$ cat config.mk
export PLATFORM = sky130hd
export DESIGN_NAME = note_event_buffer_flat
export DESIGN_NICKNAME = d
export VERILOG_FILES = /design/src/rtl/note_event_buffer_if.sv /design/src/rtl/note_event_buffer.sv /design/src/flat_wrapper.sv
export SDC_FILE = /design/constraint.sdc
export NUM_CORES = 1
export LEC_CHECK = 0
export ABC_AREA = 1
export BUFFER_PORTS_ARGS = -buffer_cell sky130_fd_sc_hd__buf_4
export CAP_MARGIN = 25
export CORE_MARGIN = 4
export CORE_UTILIZATION = 35
export DETAILED_ROUTE_END_ITERATION = 16
export GPL_ROUTABILITY_DRIVEN = 0
export SLEW_MARGIN = 20
export SYNTH_ARGS = -nofsm -noshare
export SYNTH_HDL_FRONTEND = slang
export SYNTH_SLANG_ARGS = --single-unit
$ cat constraint.sdc
create_clock -name clk_in -period 4.3 [get_ports clk_in]
set_input_delay 0.215 -clock clk_in [delete_from_list [all_inputs] [get_ports clk_in]]
set_output_delay 0.215 -clock clk_in [all_outputs]
set_load 0.01 [all_outputs]
$ cat src/rtl/note_event_buffer_if.sv
// ---------------------------------------------------------------------------
// note_event_buffer_if
//
// Purpose: valid/ready event stream leaving the note event buffer toward the
//          score/display or UART stage.
//
// Signals:
//   event_valid  producer -> consumer  head event present
//   event_data   producer -> consumer  10-bit head event
//   event_ready  consumer -> producer  consumer takes the head event this cycle
//
// Modports: master = the buffer (producer), slave = the consumer.
// ---------------------------------------------------------------------------
interface note_event_buffer_if;
    logic       event_valid;
    logic [9:0] event_data;
    logic       event_ready;

    modport master (
        output event_valid,
        output event_data,
        input  event_ready
    );

    modport slave (
        input  event_valid,
        input  event_data,
        output event_ready
    );
endinterface

$ cat src/rtl/note_event_buffer.sv
// ---------------------------------------------------------------------------
// note_event_buffer
//
// Purpose: packs each classified note/rest from the duration detector into a
//          10-bit event, optionally inserts bar-line marker events at measure
//          boundaries, and buffers the events in a first-word-fall-through
//          circular FIFO.
//
// Event formats:
//   note   : [9]=0, [8]=rest, [7:6]=duration (0 eighth .. 3 whole), [5:0]=tone
//   marker : [9]=1, [8]=0,    [7:0]=index of the measure just completed
//
// Ports:
//   clk_in, rst_in           clock, synchronous active-high reset
//   new_note_ready           one-cycle strobe qualifying tone + flags
//   new_note_tone[5:0]       tone index (0 = silence)
//   eighth/quarter/half/whole_note, *_rest   one-hot duration flags
//   evt (master)             event stream: event_valid/event_data/event_ready
//   fill_level               entries stored
//   overflow                 sticky: a valid group was lost to a full FIFO
//   dropped_count            saturating count of discarded strobes
//   measure_count            completed measures (wraps at 256)
//
// Build option: define MEASURE_MARKER_EN to enable bar-marker insertion and
// measure accounting. Without it every valid group is a single note event and
// measure_count is tied to 0.
// ---------------------------------------------------------------------------
module note_event_buffer #(
    parameter int DEPTH               = 32,
    parameter int EIGHTHS_PER_MEASURE = 8
) (
    input  logic                     clk_in,
    input  logic                     rst_in,
    input  logic                     new_note_ready,
    input  logic [5:0]               new_note_tone,
    input  logic                     eighth_note,
    input  logic                     quarter_note,
    input  logic                     half_note,
    input  logic                     whole_note,
    input  logic                     eighth_rest,
    input  logic                     quarter_rest,
    input  logic                     half_rest,
    input  logic                     whole_rest,
    note_event_buffer_if.master      evt,
    output logic [$clog2(DEPTH):0]   fill_level,
    output logic                     overflow,
    output logic [7:0]               dropped_count,
    output logic [7:0]               measure_count
);

    localparam int AW = $clog2(DEPTH);
    localparam int FW = AW + 1;

    generate
        if (DEPTH < 4 || (DEPTH & (DEPTH - 1)) != 0) begin : g_bad_depth
            $error("note_event_buffer: DEPTH must be a power of 2, at least 4");
        end
        if (EIGHTHS_PER_MEASURE < 2 || EIGHTHS_PER_MEASURE > 255) begin : g_bad_epm
            $error("note_event_buffer: EIGHTHS_PER_MEASURE must be 2..255");
        end
    endgenerate

    // Storage and FIFO state
    logic [9:0]    mem_q [DEPTH];
    logic [AW-1:0] rd_ptr_q, rd_ptr_d;
    logic [AW-1:0] wr_ptr_q, wr_ptr_d;
    logic [FW-1:0] fill_q, fill_d;
    logic          overflow_q, overflow_d;
    logic [7:0]    dropped_q, dropped_d;

    // Input decode
    logic [7:0]    flags;
    logic          flag_ok;
    logic          is_rest;
    logic [1:0]    dur_code;
    logic [9:0]    note_word;
    logic          need_marker;
    logic          fifo_valid;
    logic          pop;
    logic [FW:0]   free_slots;
    logic [FW:0]   need_slots;
    logic          fits;
    logic          accept;
    logic [1:0]    push_count;

    assign flags = {whole_rest, half_rest, quarter_rest, eighth_rest,
                    whole_note, half_note, quarter_note, eighth_note};

    // Exactly one flag set: non-zero and clearing the lowest set bit leaves 0.
    assign flag_ok  = (flags != 8'd0) && ((flags & (flags - 8'd1)) == 8'd0);
    assign is_rest  = |flags[7:4];
    assign dur_code = {flags[7] | flags[6] | flags[3] | flags[2],
                       flags[7] | flags[5] | flags[3] | flags[1]};
    assign note_word = {1'b0, is_rest, dur_code, new_note_tone};

    assign fifo_valid = (fill_q != '0);
    assign pop        = fifo_valid & evt.event_ready;

    // A pop in the same cycle frees a slot for this cycle's write, so a
    // full FIFO being drained can still take a single-entry group.
    assign free_slots = (FW+1)'(DEPTH) - {1'b0, fill_q} + {{FW{1'b0}}, pop};
    assign need_slots = need_marker ? (FW+1)'(2) : (FW+1)'(1);
    assign fits       = (need_slots <= free_slots);

    // The note and its marker are accepted or dropped as one group.
    assign accept     = new_note_ready & flag_ok & fits;
    assign push_count = accept ? (need_marker ? 2'd2 : 2'd1) : 2'd0;

`ifdef MEASURE_MARKER_EN
    logic [7:0] acc_q, acc_d;
    logic [7:0] meas_q, meas_d;
    logic [3:0] note_len;
    logic [8:0] acc_sum;
    logic [9:0] marker_word;

    assign note_len    = 4'd1 << dur_code;
    assign acc_sum     = {1'b0, acc_q} + {5'd0, note_len};
    assign need_marker = (acc_sum >= 9'(EIGHTHS_PER_MEASURE));
    // Marker carries the index of the measure that this note completes.
    assign marker_word = {2'b10, meas_q};

    // A note crossing the barline is not split; its overshoot carries over.
    always_comb begin
        acc_d  = acc_q;
        meas_d = meas_q;
        if (accept) begin
            if (need_marker) begin
                acc_d  = 8'(acc_sum - 9'(EIGHTHS_PER_MEASURE));
                meas_d = meas_q + 8'd1;
            end else begin
                acc_d  = acc_sum[7:0];
            end
        end
    end

    always_ff @(posedge clk_in) begin
        if (rst_in) begin
            acc_q  <= 8'd0;
            meas_q <= 8'd0;
        end else begin
            acc_q  <= acc_d;
            meas_q <= meas_d;
        end
    end

    assign measure_count = meas_q;
`else
    assign need_marker   = 1'b0;
    assign measure_count = 8'd0;
`endif

    // Storage write: note in the lower slot, marker in the following slot.
    always_ff @(posedge clk_in) begin
        if (accept) begin
            mem_q[wr_ptr_q] <= note_word;
`ifdef MEASURE_MARKER_EN
            if (need_marker) begin
                mem_q[wr_ptr_q + AW'(1)] <= marker_word;
            end
`endif
        end
    end

    always_comb begin
        rd_ptr_d   = rd_ptr_q + AW'(pop);
        wr_ptr_d   = wr_ptr_q + AW'(push_count);
        fill_d     = fill_q + FW'(push_count) - FW'(pop);
        overflow_d = overflow_q | (new_note_ready & flag_ok & ~fits);
        dropped_d  = dropped_q;
        if (new_note_ready && !accept && dropped_q != 8'hFF) begin
            dropped_d = dropped_q + 8'd1;
        end
    end

    always_ff @(posedge clk_in) begin
        if (rst_in) begin
            rd_ptr_q   <= '0;
            wr_ptr_q   <= '0;
            fill_q     <= '0;
            overflow_q <= 1'b0;
            dropped_q  <= 8'd0;
        end else begin
            rd_ptr_q   <= rd_ptr_d;
            wr_ptr_q   <= wr_ptr_d;
            fill_q     <= fill_d;
            overflow_q <= overflow_d;
            dropped_q  <= dropped_d;
        end
    end

    // First-word fall-through: head entry is visible straight from storage;
    // forced to zero while empty so stale entries never leak out.
    assign evt.event_valid = fifo_valid;
    assign evt.event_data  = fifo_valid ? mem_q[rd_ptr_q] : 10'd0;

    assign fill_level    = fill_q;
    assign overflow      = overflow_q;
    assign dropped_count = dropped_q;

endmodule

$ cat src/flat_wrapper.sv
// flat-port wrapper written by rule: the top's interface ports become plain ports
module note_event_buffer_flat 
#(
    parameter int DEPTH               = 32,
    parameter int EIGHTHS_PER_MEASURE = 8
)
  (clk_in, rst_in, new_note_ready, new_note_tone, eighth_note, quarter_note, half_note, whole_note, eighth_rest, quarter_rest, half_rest, whole_rest, fill_level, overflow, dropped_count, measure_count, evt_event_valid, evt_event_data, evt_event_ready);
  note_event_buffer_if evt_i ();
  input  logic clk_in;
  input  logic rst_in;
  input  logic new_note_ready;
  input  logic [5:0] new_note_tone;
  input  logic eighth_note;
  input  logic quarter_note;
  input  logic half_note;
  input  logic whole_note;
  input  logic eighth_rest;
  input  logic quarter_rest;
  input  logic half_rest;
  input  logic whole_rest;
  output logic [$clog2(DEPTH):0] fill_level;
  output logic overflow;
  output logic [7:0] dropped_count;
  output logic [7:0] measure_count;
  output wire logic [$bits(evt_i.event_valid)-1:0] evt_event_valid;
  output wire logic [$bits(evt_i.event_data)-1:0] evt_event_data;
  input wire logic [$bits(evt_i.event_ready)-1:0] evt_event_ready;
  assign evt_event_valid = evt_i.event_valid;
  assign evt_event_data = evt_i.event_data;
  assign evt_i.event_ready = evt_event_ready;
  note_event_buffer #(.DEPTH(DEPTH), .EIGHTHS_PER_MEASURE(EIGHTHS_PER_MEASURE)) u_core (.clk_in(clk_in), .rst_in(rst_in), .new_note_ready(new_note_ready), .new_note_tone(new_note_tone), .eighth_note(eighth_note), .quarter_note(quarter_note), .half_note(half_note), .whole_note(whole_note), .eighth_rest(eighth_rest), .quarter_rest(quarter_rest), .half_rest(half_rest), .whole_rest(whole_rest), .evt(evt_i), .fill_level(fill_level), .overflow(overflow), .dropped_count(dropped_count), .measure_count(measure_count));
endmodule
==> results.toml <==
[status]
status = "complete, no violations"

[final_layout]
nets = 1223
regArea_um2 = 9150
fillers = 3590
multi_input_area_um2 = 3520
final_util_pct = 40.7
syn_to_final_growth_pct = 13.5
final_layout_size_suffix_gt1_share_pct = 10.9
n_antenna_cell = 0
final_cells = 1715

[clocking]
numCtsBuffers = 34
h-tree-depth = 2
cts_max_path_buffers = 3
root_buffer = "clkbuf_16"
path_clk_slew_ps = 60
cts.repair.resized = 0
cts_tree = "yes"
cts.sinks = 313
cts_setup_buffers = 0
clk_latency_ps = 510
hold_buffers = 0

[sta]
fin_skew_ps = 24.7
fmaxAchievable_mhz = 268
finalSetupViolCount = 0
fin_crit_ps = 3740
slew_headroom_pct = 39.6
drv_slew = 0
fin_crit_sh_pct = 86.9
hold_viol = 0
rsz0062_at_grt = "false"
setup_tns_ps = 0
tightest_slew_ps = 903

[placement]
dp_hpwl_mm = 19.7
dp.cells = 1655
portBuffers = 42

[worst_setup_path]
reg2reg_depth = 15
path_cells = "inv_1 -> ha_1 -> nand4_1 -> nand2_1 -> ha_1 -> inv_1 -> ha_1 -> nand2_1 -> xor2_1 -> nor2_1 -> nand3_1 -> nand2_2 -> nor2_1 -> nand2_1 -> nor2_1"
startpoint_type = "flip-flop"
r2r-end = "u_core.mem_q[21][6]"
critPathMaxFanout = 12
cpPeakStageDelay_ps = 730
worstPathArrival_ps = 3850
r2r-start = "u_core.fill_level[2]"
slowest_stage = "nor2_1"
path_class = "flip-flop to flip-flop"
cp-end-kind = "flip-flop"
reg2reg_slack_ps = 560
cp.required_ps = 4420

[routing]
via_count = 8777
via_per_inst = 5.12
drt_wl_total_mm = 33.0
drc = 0
ant_nets = 0
dr.pass1.iters = 5
drtIter0Drc = 919
wl_per_cell_um = 19.2

[worst_hold_path]
holdPathStages = 2
min_to = "u_core.dropped_count[7]"
worstHoldStart = "rst_in"
min_path_type = "input pin to flip-flop"

[logic_synthesis]
yosys-top-cells-area = "edfxtp_1 (65%), nor2_1 (7.3%), dfxtp_1 (3.8%), o21ai_0 (3.6%), nand2_1 (3.3%)"
yosysTopAreaCell = "edfxtp_1"
post_synth.cell_area_avg_um2 = 11.5
synth_seq_cells = 313
yosysMostFrequentCell = "edfxtp_1"
synth_ff_type = "edfxtp_1"
synth_top_area_share_pct = 65.3
syn-instance-count = 1148
synth_commonest_cells = "edfxtp_1 (288), nor2_1 (258), nand2_1 (117), o21ai_0 (95), nand3_1 (60)"
synthArstFlopShare_pct = 0
synth_cell_types = 35
synthesis.area_um2 = 13200
synth_edf_count = 288
yosys_warnings = 0
ys_seq_area_share_pct = 69.1

[power_and_ir_drop]
vdd_drop_max_v = 0.000289
p_leak_nw = 5.27
p_total_mw = 7.97
power.density_nw_per_um2 = 530

[grt]
grt_pass1_vias = 8573
grtUsageTotal_pct = 15.7
antenna_found_initial = 0
gr-total-overflow = 0
grt_pass1_wl_mm = 50.7
grt_max_degree = 112

[job]
maxCapViolCount = 0

[die]
die_x_um = 203
die_area_um2 = 41000
die_h_um = 203
initial_core_util_pct = 35.8
num_io_pins = 52
num_rows = 70
core_um2 = 37000
==> cells by family (layout without fill, tap and decap cells) <==
kind of cell    count (synthesis)  count (layout)  share of synthesized area (%)
other cells                     1               9                         0.0283
xor+xnor                       10              10                          0.661
compound gates                241             241                           10.0
buf+inv                       114             169                           4.55
simple gates                  451             451                           13.9
flops                         313             313                           69.1
fa+ha+maj                      18              18                           1.76
==> power breakdown <==
part | total, mW | internal [mW] | switching (mW)
clock | 2.78 | 1.63 | 1.15
combinational | 1.75 | 0.592 | 1.16
sequential | 3.44 | 3.35 | 0.0898
==> layer usage <==
metal / GRT usage, % / vias to the layer above / wire length [um]
li1: - / 4124 / -
met1: 23.5 / 4288 / 15400
met2: 24.3 / 312 / 14900
met3: 2.35 / 53 / 2060
met4: 3.64 / 0 / 637
met5: 0 / - / 0
==> final cells by class <==
class	instances	area share, %
inverter	43	1.09
clock inverter	17	0.907
timing repair buffer	66	3.38
sequential	313	60.9
clock buffer	43	6.09
tap	504	4.20
multi-input combinational	729	23.4
==> through the flow <==
| step | area (um2) | worst slack (ps) | hold WS, ps |
|---|---|---|---|
| after detailed placement | 14000 | 601 | 466 |
| after floorplan | 13300 | 1070 | 314 |
| after global placement | 14000 | 697 | 458 |
| after CTS | 15000 | 576 | 7.75 |
| after global routing | 15000 | 284 | 26.8 |
| final | 15000 | 564 | 24.8 |
==> worst max-delay path, delay by kind of cell (launching register included) <==
family	cells	cell delay [ps]
buffers and inverters	2	190
flip-flops	1	420
adder cells (fa/ha/maj)	3	640
AND/OR/NAND/NOR	9	1950
XOR/XNOR	1	150
==> how the worst max path moves through the flow <==
| stage | start | end | slack (ps) | cells after the start |
|---|---|---|---|---|
| 6_report | u_core.fill_level[2] | u_core.mem_q[21][6] | 560 | 15 |
| 4_1_cts | u_core.fill_level[2] | u_core.mem_q[21][8] | 580 | 15 |
| 5_1_grt | u_core.fill_level[2] | u_core.mem_q[21][5] | 280 | 15 |
| 2_1_floorplan | u_core.fill_level[2] | u_core.mem_q[11][0] | 1070 | 17 |
| 3_3_place_gp | u_core.fill_level[2] | u_core.mem_q[5][3] | 700 | 15 |
| 3_5_place_dp | u_core.fill_level[2] | u_core.mem_q[21][8] | 600 | 15 |
==> cells in the final DEF, fill, tap and decap left out, types with 2 or more instances in the layout <==
| master | n |
|---|---|
| nand4_1 | 3 |
| edfxtp_1 | 288 |
| dfxtp_1 | 23 |
| o22ai_1 | 40 |
| o211ai_1 | 23 |
| nor2_2 | 2 |
| o21ai_1 | 52 |
| nand3_1 | 60 |
| nand2_2 | 3 |
| o21ai_0 | 95 |
| clkbuf_16 | 35 |
| conb_1 | 9 |
| bufinv_16 | 2 |
| clkinv_1 | 8 |
| buf_4 | 65 |
| xor2_1 | 7 |
| nand2_1 | 116 |
| inv_1 | 38 |
| nor2_1 | 258 |
| a21oi_1 | 29 |
| nand2_4 | 2 |
| clkinv_2 | 8 |
| ha_1 | 17 |
| clkbuf_1 | 7 |
| or2_2 | 3 |
| xnor2_1 | 3 |
==> state kept, by name, summed over array words and instances (netlist names) <==
register              flops
u_core.mem_q            288
u_core.dropped_count      8
u_core.wr_ptr_q           5
u_core.rd_ptr_q           5
u_core.fill_level         6
u_core.overflow           1
No activity file was read; power rests on OpenSTA's default activity.
